**config.mk**
```make
export PLATFORM = sky130hd
export DESIGN_NAME = mem_arbiter
export DESIGN_NICKNAME = d
export VERILOG_FILES = /design/src/rtl/mem_arbiter.sv
export SDC_FILE = /design/constraint.sdc
export NUM_CORES = 1
export LEC_CHECK = 0
export BUFFER_PORTS_ARGS = -buffer_cell sky130_fd_sc_hd__buf_4
export CAP_MARGIN = 20
export CORE_MARGIN = 3
export CORE_UTILIZATION = 43
export DETAILED_ROUTE_END_ITERATION = 6
export PLACE_DENSITY = 0.76
export SYNTH_ARGS = -nofsm -noshare
export SYNTH_HDL_FRONTEND = slang
export SYNTH_SLANG_ARGS = --single-unit
```
**constraint.sdc**
```tcl
create_clock -name clk -period 2.7 [get_ports clk]
set_input_delay 0.54 -clock clk [delete_from_list [all_inputs] [get_ports clk]]
set_output_delay 0.54 -clock clk [all_outputs]
set_load 0.01 [all_outputs]
```
**src/rtl/mem_arbiter.sv**
```systemverilog
// mem_arbiter: round-robin arbiter sharing one single-port word RAM between the
// data port (0) and the fetch port (1), with registered RAM control.
module mem_arbiter #(
    parameter int ADDR_W  = 12,
    parameter int LATENCY = 1
) (
    input  logic              clk,
    input  logic              rst_n,
    input  logic              req_valid_0,
    input  logic [ADDR_W-1:0] req_addr_0,
    input  logic [31:0]       req_wdata_0,
    input  logic [3:0]        req_wmask_0,
    output logic              req_ready_0,
    input  logic              req_valid_1,
    input  logic [ADDR_W-1:0] req_addr_1,
    input  logic [31:0]       req_wdata_1,
    input  logic [3:0]        req_wmask_1,
    output logic              req_ready_1,
    output logic              rsp_valid_0,
    output logic              rsp_valid_1,
    output logic [31:0]       rsp_rdata,
    output logic              mem_en,
    output logic [3:0]        mem_we,
    output logic [ADDR_W-1:0] mem_addr,
    output logic [31:0]       mem_wdata,
    input  logic [31:0]       mem_rdata
);
    typedef enum logic [1:0] {IDLE, ISSUE, WAIT} state_t;
    state_t     state, state_nx;
    logic       last_grant, owner, grant, fire, done;
    logic [3:0] cnt;

    always_comb begin
        grant       = (req_valid_0 && req_valid_1) ? ~last_grant : req_valid_1;
        // ready is gated by reset so every output reads 0 while reset is held
        req_ready_0 = rst_n && state == IDLE && req_valid_0 && !grant;
        req_ready_1 = rst_n && state == IDLE && req_valid_1 && grant;
        fire        = req_ready_0 || req_ready_1;
        done        = state == WAIT && cnt == 4'd1;
        mem_en      = state == ISSUE;
        state_nx    = state;
        case (state)
            IDLE:    state_nx = fire ? ISSUE : IDLE;
            ISSUE:   state_nx = WAIT;
            WAIT:    state_nx = done ? IDLE : WAIT;
            default: state_nx = IDLE;
        endcase
    end

    always_ff @(posedge clk or negedge rst_n) begin
        if (!rst_n)
            state <= IDLE;
        else
            state <= state_nx;
    end

    always_ff @(posedge clk or negedge rst_n) begin
        if (!rst_n) begin
            last_grant  <= 1'b1;
            owner       <= 1'b0;
            cnt         <= '0;
            mem_we      <= '0;
            mem_addr    <= '0;
            mem_wdata   <= '0;
            rsp_valid_0 <= 1'b0;
            rsp_valid_1 <= 1'b0;
            rsp_rdata   <= '0;
        end else begin
            rsp_valid_0 <= done && !owner;
            rsp_valid_1 <= done && owner;
            if (fire) begin
                mem_addr   <= grant ? req_addr_1 : req_addr_0;
                mem_wdata  <= grant ? req_wdata_1 : req_wdata_0;
                mem_we     <= grant ? req_wmask_1 : req_wmask_0;
                owner      <= grant;
                last_grant <= grant;
            end
            if (state == ISSUE)
                cnt <= 4'(LATENCY);
            else if (state == WAIT)
                cnt <= cnt - 4'd1;
            if (done)
                rsp_rdata <= (|mem_we) ? 32'd0 : mem_rdata;
        end
    end
endmodule

```
==> run summary, run 1 <==
status - finished, final reports clean
fillers - 722
Mapped Cells - 387
worst stage delay on the critical path - 0.41 ns
Clock Skew - 0.0156 ns
slew margin rel. - 40.3%
met1 WL - 4750 um
Inserted Clock Buffers - 9
dpl hpwl - 8700 um
path depth of the worst reg2reg path - 6
GRT Total Usage - 23.0%
wire per inst - 16.5 um
Tmin final - 2.05 ns
endpoint class of the critical path - output pin
H-tree depth - 3
Sw Share - 35.4%
CTS max path bufs - 2
Syn. warnings - 0
Syn Nets - 525
P_int - 3.32 mW
Post-CTS Setup Repair Bufs - 0
Chip Width - 101 um
share of post-route cells with drive strength above 1 - 45.8%
number of cells on the critical path - 5
Critical Path AT - 1.51 ns
vias in the first global route - 3746
nets@finish - 735
Synth cell types - 29
routed vias - 3688
Syn Area/Cell - 10.0 um^2
Post-synth EDFFs - 0
ANT nets after route - 0
final hold violation count - 0
cell area power density - 890 nW/um^2
Yosys top cell area share - 57.5%
antenna violations before repair - 0
routed vias/inst - 5.19
grt total ovfl - 0
n_diodes - 0
Core Rows - 34
power share of the sequential group - 41.1%
DR DRC count - 0
clk_lat worst skew - 0.34 ns
first-pass GRT wire length - 18600 um
Startpoint Class - register
final WL - 11700 um
post-synth top area cell - dfrtp_1
leak pwr - 3.01 nW
Seq/Total Area, Yosys - 58.1%
# IOs - 217
reg2reg setup slack - 0.80 ns
total power - 5.15 mW
crit-path max FO - 5
worst path cell trace - inv_1 > ha_1 > nand3_1 > nor2_1 > buf_4
drt pass-1 iters - 4
initial core utilization - 44.4%
placed insts - 694
Worst EP required - 2.16 ns
Detail Route met2 WL - 5700 um
Core Area - 8720 um^2
Slew Limit Fails - 0
die area - 10200 um^2
fin crit share - 75.8%
Worst VDD drop - 0.540 mV
Met3 Routed Length - 1140 um
synthesized area - 3880 um^2
largest net degree at the start of global routing - 73
total negative setup slack - 0 ns
area growth from synthesis to final layout - 49.2%
RSZ-0062 raised after global routing - no
Layout Cells excl Fill - 710
Root Buffer - clkbuf_8
DR iter-0 viols - 134
ranking of synthesized cells by area - dfrtp_1 (57%), a21oi_1 (13%), a22o_2 (7.5%), nor2_1 (5.2%), nand2_1 (5.1%)
Hold Crit Class - in2async
clock sink count - 90
routability cong. - 0.828
final setup violating endpoints - 0
Net Switching - 1.82 mW
worst r2r src - state[0]$_DFF_PN0_
die height - 101 um
Comb power frac - 40.3%
input/output buffers - 216
Yosys reg bits - 90
CP top delay family - flip-flops
TritonCTS clock tree - yes
Clock power frac - 18.6%
worst r2r dst - mem_wdata[12]$_DFFE_PN0N_
critical path's slowest cell - dfrtp_1
Worst-path clk slew - 0.10 ns
crit path buf inv count - 2
FMAX - 489 MHz
CP Class - reg2out
slew at the pin closest to its max-slew limit - 0.896 ns
Hold Buf Count CTS - 0
Max Used Layer - met4
Synth Flop Type - dfrtp_1
# Max-Cap Violations - 0
PostCTS Resize Cnt - 0
fraction of registers with async set/reset - 100%
[worst reg2reg max path, stage by stage (launching register included)]
cell and delay [ns]:
dfrtp_1 0.41, inv_1 0.13, ha_1 0.26, o211a_1 0.50
buf_4 0.34, nor2_1 0.06, a21oi_1 0.14
[final cells by class]
class	instances	area, um^2	share of cell area, %
flip-flops and latches	90	2250	39.0
repair buffers	226	1700	29.3
multi-input cells	263	1460	25.2
clock buffers	11	151	2.62
well taps	108	135	2.34
clock inverters	5	61.3	1.06
inverters	7	26.3	0.454
[cells in the mapped netlist, drive strengths merged (2+ instances only)]
| cell | count |
|---|---|
| a21oi | 97 |
| a22o | 32 |
| buf | 15 |
| clkbuf | 12 |
| dfrtp | 89 |
| ha | 6 |
| inv | 7 |
| nand2 | 53 |
| nor2 | 55 |
| nor2b | 2 |
| o21ai | 4 |
[logic make-up (layout without fill, tap and decap cells)]
logic type               count (synthesis)  in the layout  share of synthesized area [%]
AO/OA/AOI/OAI                          140            140                           22.7
multiplexers                             1              1                          0.258
buffers and inverters                   34            249                           4.55
adder cells (fa/ha/maj)                  6              6                           1.94
flip-flops                              90             90                           58.1
AND/OR/NAND/NOR                        116            116                           12.4
[power by group through the flow]
stage          clock network, mW  logic (mW)  registers, mW
2_1_floorplan                  0       0.820           2.28
3_3_place_gp                   0        2.03           2.12
3_5_place_dp                   0        2.10           2.13
4_1_cts                    0.983        2.10           2.11
5_1_grt                     1.04        2.30           2.19
6_report                   0.956        2.07           2.12
[layer usage]
metal  vias to the layer above  GRT usage [%]
met4                         0           5.62
met3                        10           6.57
li1                       1745              -
met2                       170           39.0
met5                         -              0
met1                      1763           28.9
[state kept, by name, summed over array words and instances, names as in the netlist]
| signal | flops |
|---|---|
| mem_addr | 12 |
| mem_we | 4 |
| mem_wdata | 32 |
| rsp_valid_1 | 1 |
| owner | 1 |
| rsp_valid_0 | 1 |
| rsp_rdata | 32 |
| state | 2 |
| cnt | 4 |
| last_grant | 1 |
[how the worst max path moves through the flow]
stage                             startpoint                        end  slack (ns)
after floorplan                  req_valid_1                req_ready_1        0.95
after global placement                 rst_n   mem_wdata[5]$_DFFE_PN0N_        0.76
after detailed placement               rst_n  mem_wdata[12]$_DFFE_PN0N_        0.67
after CTS                 state[0]$_DFF_PN0_                req_ready_0        0.62
after global routing      state[0]$_DFF_PN0_                req_ready_0        0.53
final                     state[0]$_DFF_PN0_                req_ready_0        0.65
[cells in the final DEF (no fill, tap or decap), types with 2 or more instances in the layout]
cell / Yosys / final
clkbuf_8: 0 / 11
clkinv_4: 0 / 2
ha_1: 6 / 6
a22o_2: 29 / 29
nand2_1: 53 / 53
nor2_1: 54 / 54
buf_4: 0 / 226
nor2b_1: 2 / 2
a22o_1: 3 / 3
dfrtp_1: 89 / 89
o21ai_0: 4 / 4
inv_1: 7 / 7
a21oi_1: 97 / 97
[stage by stage]
step / area [um^2] / setup WS, ns / hold slack (ns) / util (%)
floorplan: 3880 / 0.952 / 0.244 / -
global placement: 5570 / 0.760 / 0.450 / 63.9
detailed placement: 5570 / 0.665 / 0.454 / 63.9
CTS: 5780 / 0.617 / 0.0654 / 66.3
global route: 5780 / 0.531 / 0.0741 / 66.3
finish: 5780 / 0.653 / 0.0767 / 66.3
No activity file was read; power rests on OpenSTA's default activity.
==> run 2: changes to the inputs <==
==> constraint.sdc (replaced) <==
create_clock -name clk -period 2.1 [get_ports clk]
set_input_delay 0.42 -clock clk [delete_from_list [all_inputs] [get_ports clk]]
set_output_delay 0.42 -clock clk [all_outputs]
set_load 0.01 [all_outputs]
==> run 2 against run 1 <==
  * Final cell count grew 0.14%
  * Core utilization grew 0.95 points
  * Combinational power grew 30%
  * First-iteration DRC count shrank 34%
  * Clock power grew 51%
  * Register-to-register slack lost 0.47 ns
  * Setup slack lost 0.52 ns
  * Clock skew shrank 0.0038 ns
  * Global-route usage shrank 0.26 points
  * Wire length grew 0.85%
  * Clock-buffer cell count shrank 2
==> run summary, run 2 (same netlist as run 1, synthesis figures left out) <==
status - finished, final reports clean (unchanged)
Sequential Area - 2250 um^2 (unchanged)
fillers - 687 (was 722)
routed vias - 3695 (was 3688)
dpl hpwl - 8530 um (was 8700 um)
Chip Width - 101 um (unchanged)
grt peak-use layer - met2 (unchanged)
Core Rows - 34 (unchanged)
ANT nets after route - 0 (unchanged)
die height - 101 um (unchanged)
Setup crit start - state[0]$_DFF_PN0_ (unchanged)
worst stage delay on the critical path - 0.41 ns (about the same)
DR DRC count - 0 (unchanged)
biggest registers after layout - mem_wdata (32), rsp_rdata (32), mem_addr (12) (unchanged)
cell area power density - 1170 nW/um^2 (was 890 nW/um^2)
Inserted Clock Buffers - 9 (unchanged)
# Max-Cap Violations - 0 (unchanged)
Sw Share - 34.6% (was 35.4%)
clk_lat worst skew - 0.35 ns (was 0.34 ns)
Root Buffer - clkbuf_8 (unchanged)
H-tree depth - 3 (unchanged)
Worst EP required - 1.68 ns (was 2.16 ns)
grt total ovfl - 0 (unchanged)
Clock Skew - 0.0118 ns (was 0.0156 ns)
drt pass-1 iters - 4 (unchanged)
antenna violations before repair - 0 (unchanged)
vias in the first global route - 3635 (was 3746)
endpoint class of the critical path - output pin (unchanged)
Critical Path AT - 1.54 ns (was 1.51 ns)
clock sink count - 90 (unchanged)
Startpoint Class - register (unchanged)
DR iter-0 viols - 88 (was 134)
Post-CTS Setup Repair Bufs - 0 (unchanged)
# IOs - 217 (unchanged)
largest net degree at the start of global routing - 89 (was 73)
n_diodes - 0 (unchanged)
Tmin final - 1.96 ns
slew at the pin closest to its max-slew limit - 0.469 ns (was 0.896 ns)
Hold Crit Class - in2reg (was in2async)
commonest non-fill, non-tap cell in the layout - buf_4 (unchanged)
multi-input logic area - 1460 um^2 (unchanged)
Net Switching - 2.36 mW (was 1.82 mW)
nets@finish - 736 (was 735)
initial core utilization - 44.4% (unchanged)
area growth from synthesis to final layout - 51.3% (was 49.2%)
Clock power frac - 21.1% (was 18.6%)
hold_sp - mem_rdata[27]
critical path's slowest cell - dfrtp_1 (unchanged)
fin crit share - 93.5%
Hold Slack - 0.283 ns (was 0.0767 ns)
TritonCTS clock tree - yes (unchanged)
worst r2r src - state[0]$_DFF_PN0_ (unchanged)
Worst-path clk slew - 0.09 ns (was 0.10 ns)
P_int - 4.47 mW (was 3.32 mW)
commonest cells after routing, fill and taps aside - buf_4 (223), a21oi_1 (97), dfrtp_1 (89) (was buf_4 (226), a21oi_1 (97), dfrtp_1 (89))
grt met3 use - 7.20% (was 6.57%)
share of post-route cells with drive strength above 1 - 45.8% (about the same)
final WL - 11800 um (was 11700 um)
worst path cell trace - inv_1 > ha_1 > and3_1 > buf_4 (was inv_1 > ha_1 > nand3_1 > nor2_1 > buf_4)
Layout Utilization - 67.2% (was 66.3%)
met1 Usage GRT - 28.8% (was 28.9%)
final setup violating endpoints - 0 (unchanged)
Slew Limit Fails - 0 (unchanged)
FMAX - 509 MHz
final hold violation count - 0 (unchanged)
Comb power frac - 39.4% (was 40.3%)
CP Class - reg2out (unchanged)
slew margin rel. - 68.7% (was 40.3%)
PostCTS Resize Cnt - 0 (unchanged)
input/output buffers - 216 (unchanged)
die area - 10200 um^2 (unchanged)
CTS max path bufs - 2 (unchanged)
Core Area - 8720 um^2 (unchanged)
crit-path max FO - 5 (unchanged)
first-pass GRT wire length - 18300 um (was 18600 um)
wire per inst - 16.6 um (was 16.5 um)
met2 GRT Util - 38.0% (was 39.0%)
routed vias/inst - 5.20 (was 5.19)
routability cong. - 0.837 (was 0.828)
Worst VDD drop - 0.619 mV (was 0.540 mV)
total negative setup slack - 0 ns (unchanged)
leak pwr - 3.04 nW (was 3.01 nW)
power share of the sequential group - 39.5% (was 41.1%)
RSZ-0062 raised after global routing - no (unchanged)
GRT Total Usage - 22.7% (was 23.0%)
[run 2: cell count changes in the layout (fill, tap and decap cells not counted)]
cell | before | now
buf_4 | 226 | 223
bufinv_16 | 1 | 3
inv_6 | 1 | 2
clkbuf_8 | 11 | 9
clkinv_2 | 1 | 0
clkinvlp_4 | 0 | 1
buf_12 | 0 | 3
clkinv_4 | 2 | 1
dlygate4sd3_1 | 0 | 1
[run 2: layout make-up]
| type | instances | area share, % |
|---|---|---|
| Tap cell | 108 | 2.30 |
| Inverter | 7 | 0.448 |
| Clock inverter | 7 | 2.11 |
| Multi-Input combinational cell | 263 | 24.9 |
| Clock buffer | 9 | 2.11 |
| Timing Repair Buffer | 227 | 29.7 |
| Sequential cell | 90 | 38.4 |
[run 2: repair_timing]
action	in CTS	in global routing
setup endpoints to repair	0	0
endpoints found under the hold margin	1	0
hold buffers	1	0
[run 2: metrics by stage]
step	instances	setup slack [ns]	power, mW	instance area (um^2)
final	711	0.137	6.83	5860
after CTS	711	0.127	6.91	5860
after floorplan	387	0.592	3.98	3880
after global placement	694	0.456	5.37	5610
after detailed placement	694	0.359	5.45	5610
after global routing	711	0.000531	7.31	5860
[run 2: metal layers]
metal  vias up  routed length, um  part of all wire [%]
met5         -                  0                     0
met2       172               5770                    49
li1       1749                  -                     -
met4         0                100                  0.85
met1      1764               4750                    40
met3        10               1200                    10
[run 2: power groups by stage]
stage | Combinational [mW] | Clock, mW | Sequential, mW
3_3_place_gp | 2.65 | 0 | 2.71
4_1_cts | 2.73 | 1.48 | 2.70
5_1_grt | 2.98 | 1.54 | 2.78
3_5_place_dp | 2.72 | 0 | 2.72
2_1_floorplan | 1.05 | 0 | 2.93
6_report | 2.69 | 1.44 | 2.70
[run 2: worst max-delay path: cells and delay by family, from the launching register on]
kind                     cells  cell delay [ns]
buffers and inverters        2             0.27
adder cells (fa/ha/maj)      1             0.27
flip-flops                   1             0.41
AND/OR/NAND/NOR              1             0.25
[run 2: final timing paths]
check                                            end  slack [ns]  cells after the start
setup / recovery                         req_ready_1        0.14                      4
hold / removal             rsp_rdata[27]$_DFFE_PN0P_        0.28                      2
setup reg to reg            rsp_rdata[9]$_DFFE_PN0P_        0.33                      6
hold reg to reg                rsp_valid_0$_DFF_PN0_        0.48                      1
max in group asynchronous  mem_wdata[30]$_DFFE_PN0N_        0.98                      3
min in group asynchronous    mem_addr[0]$_DFFE_PN0N_        0.45                      2
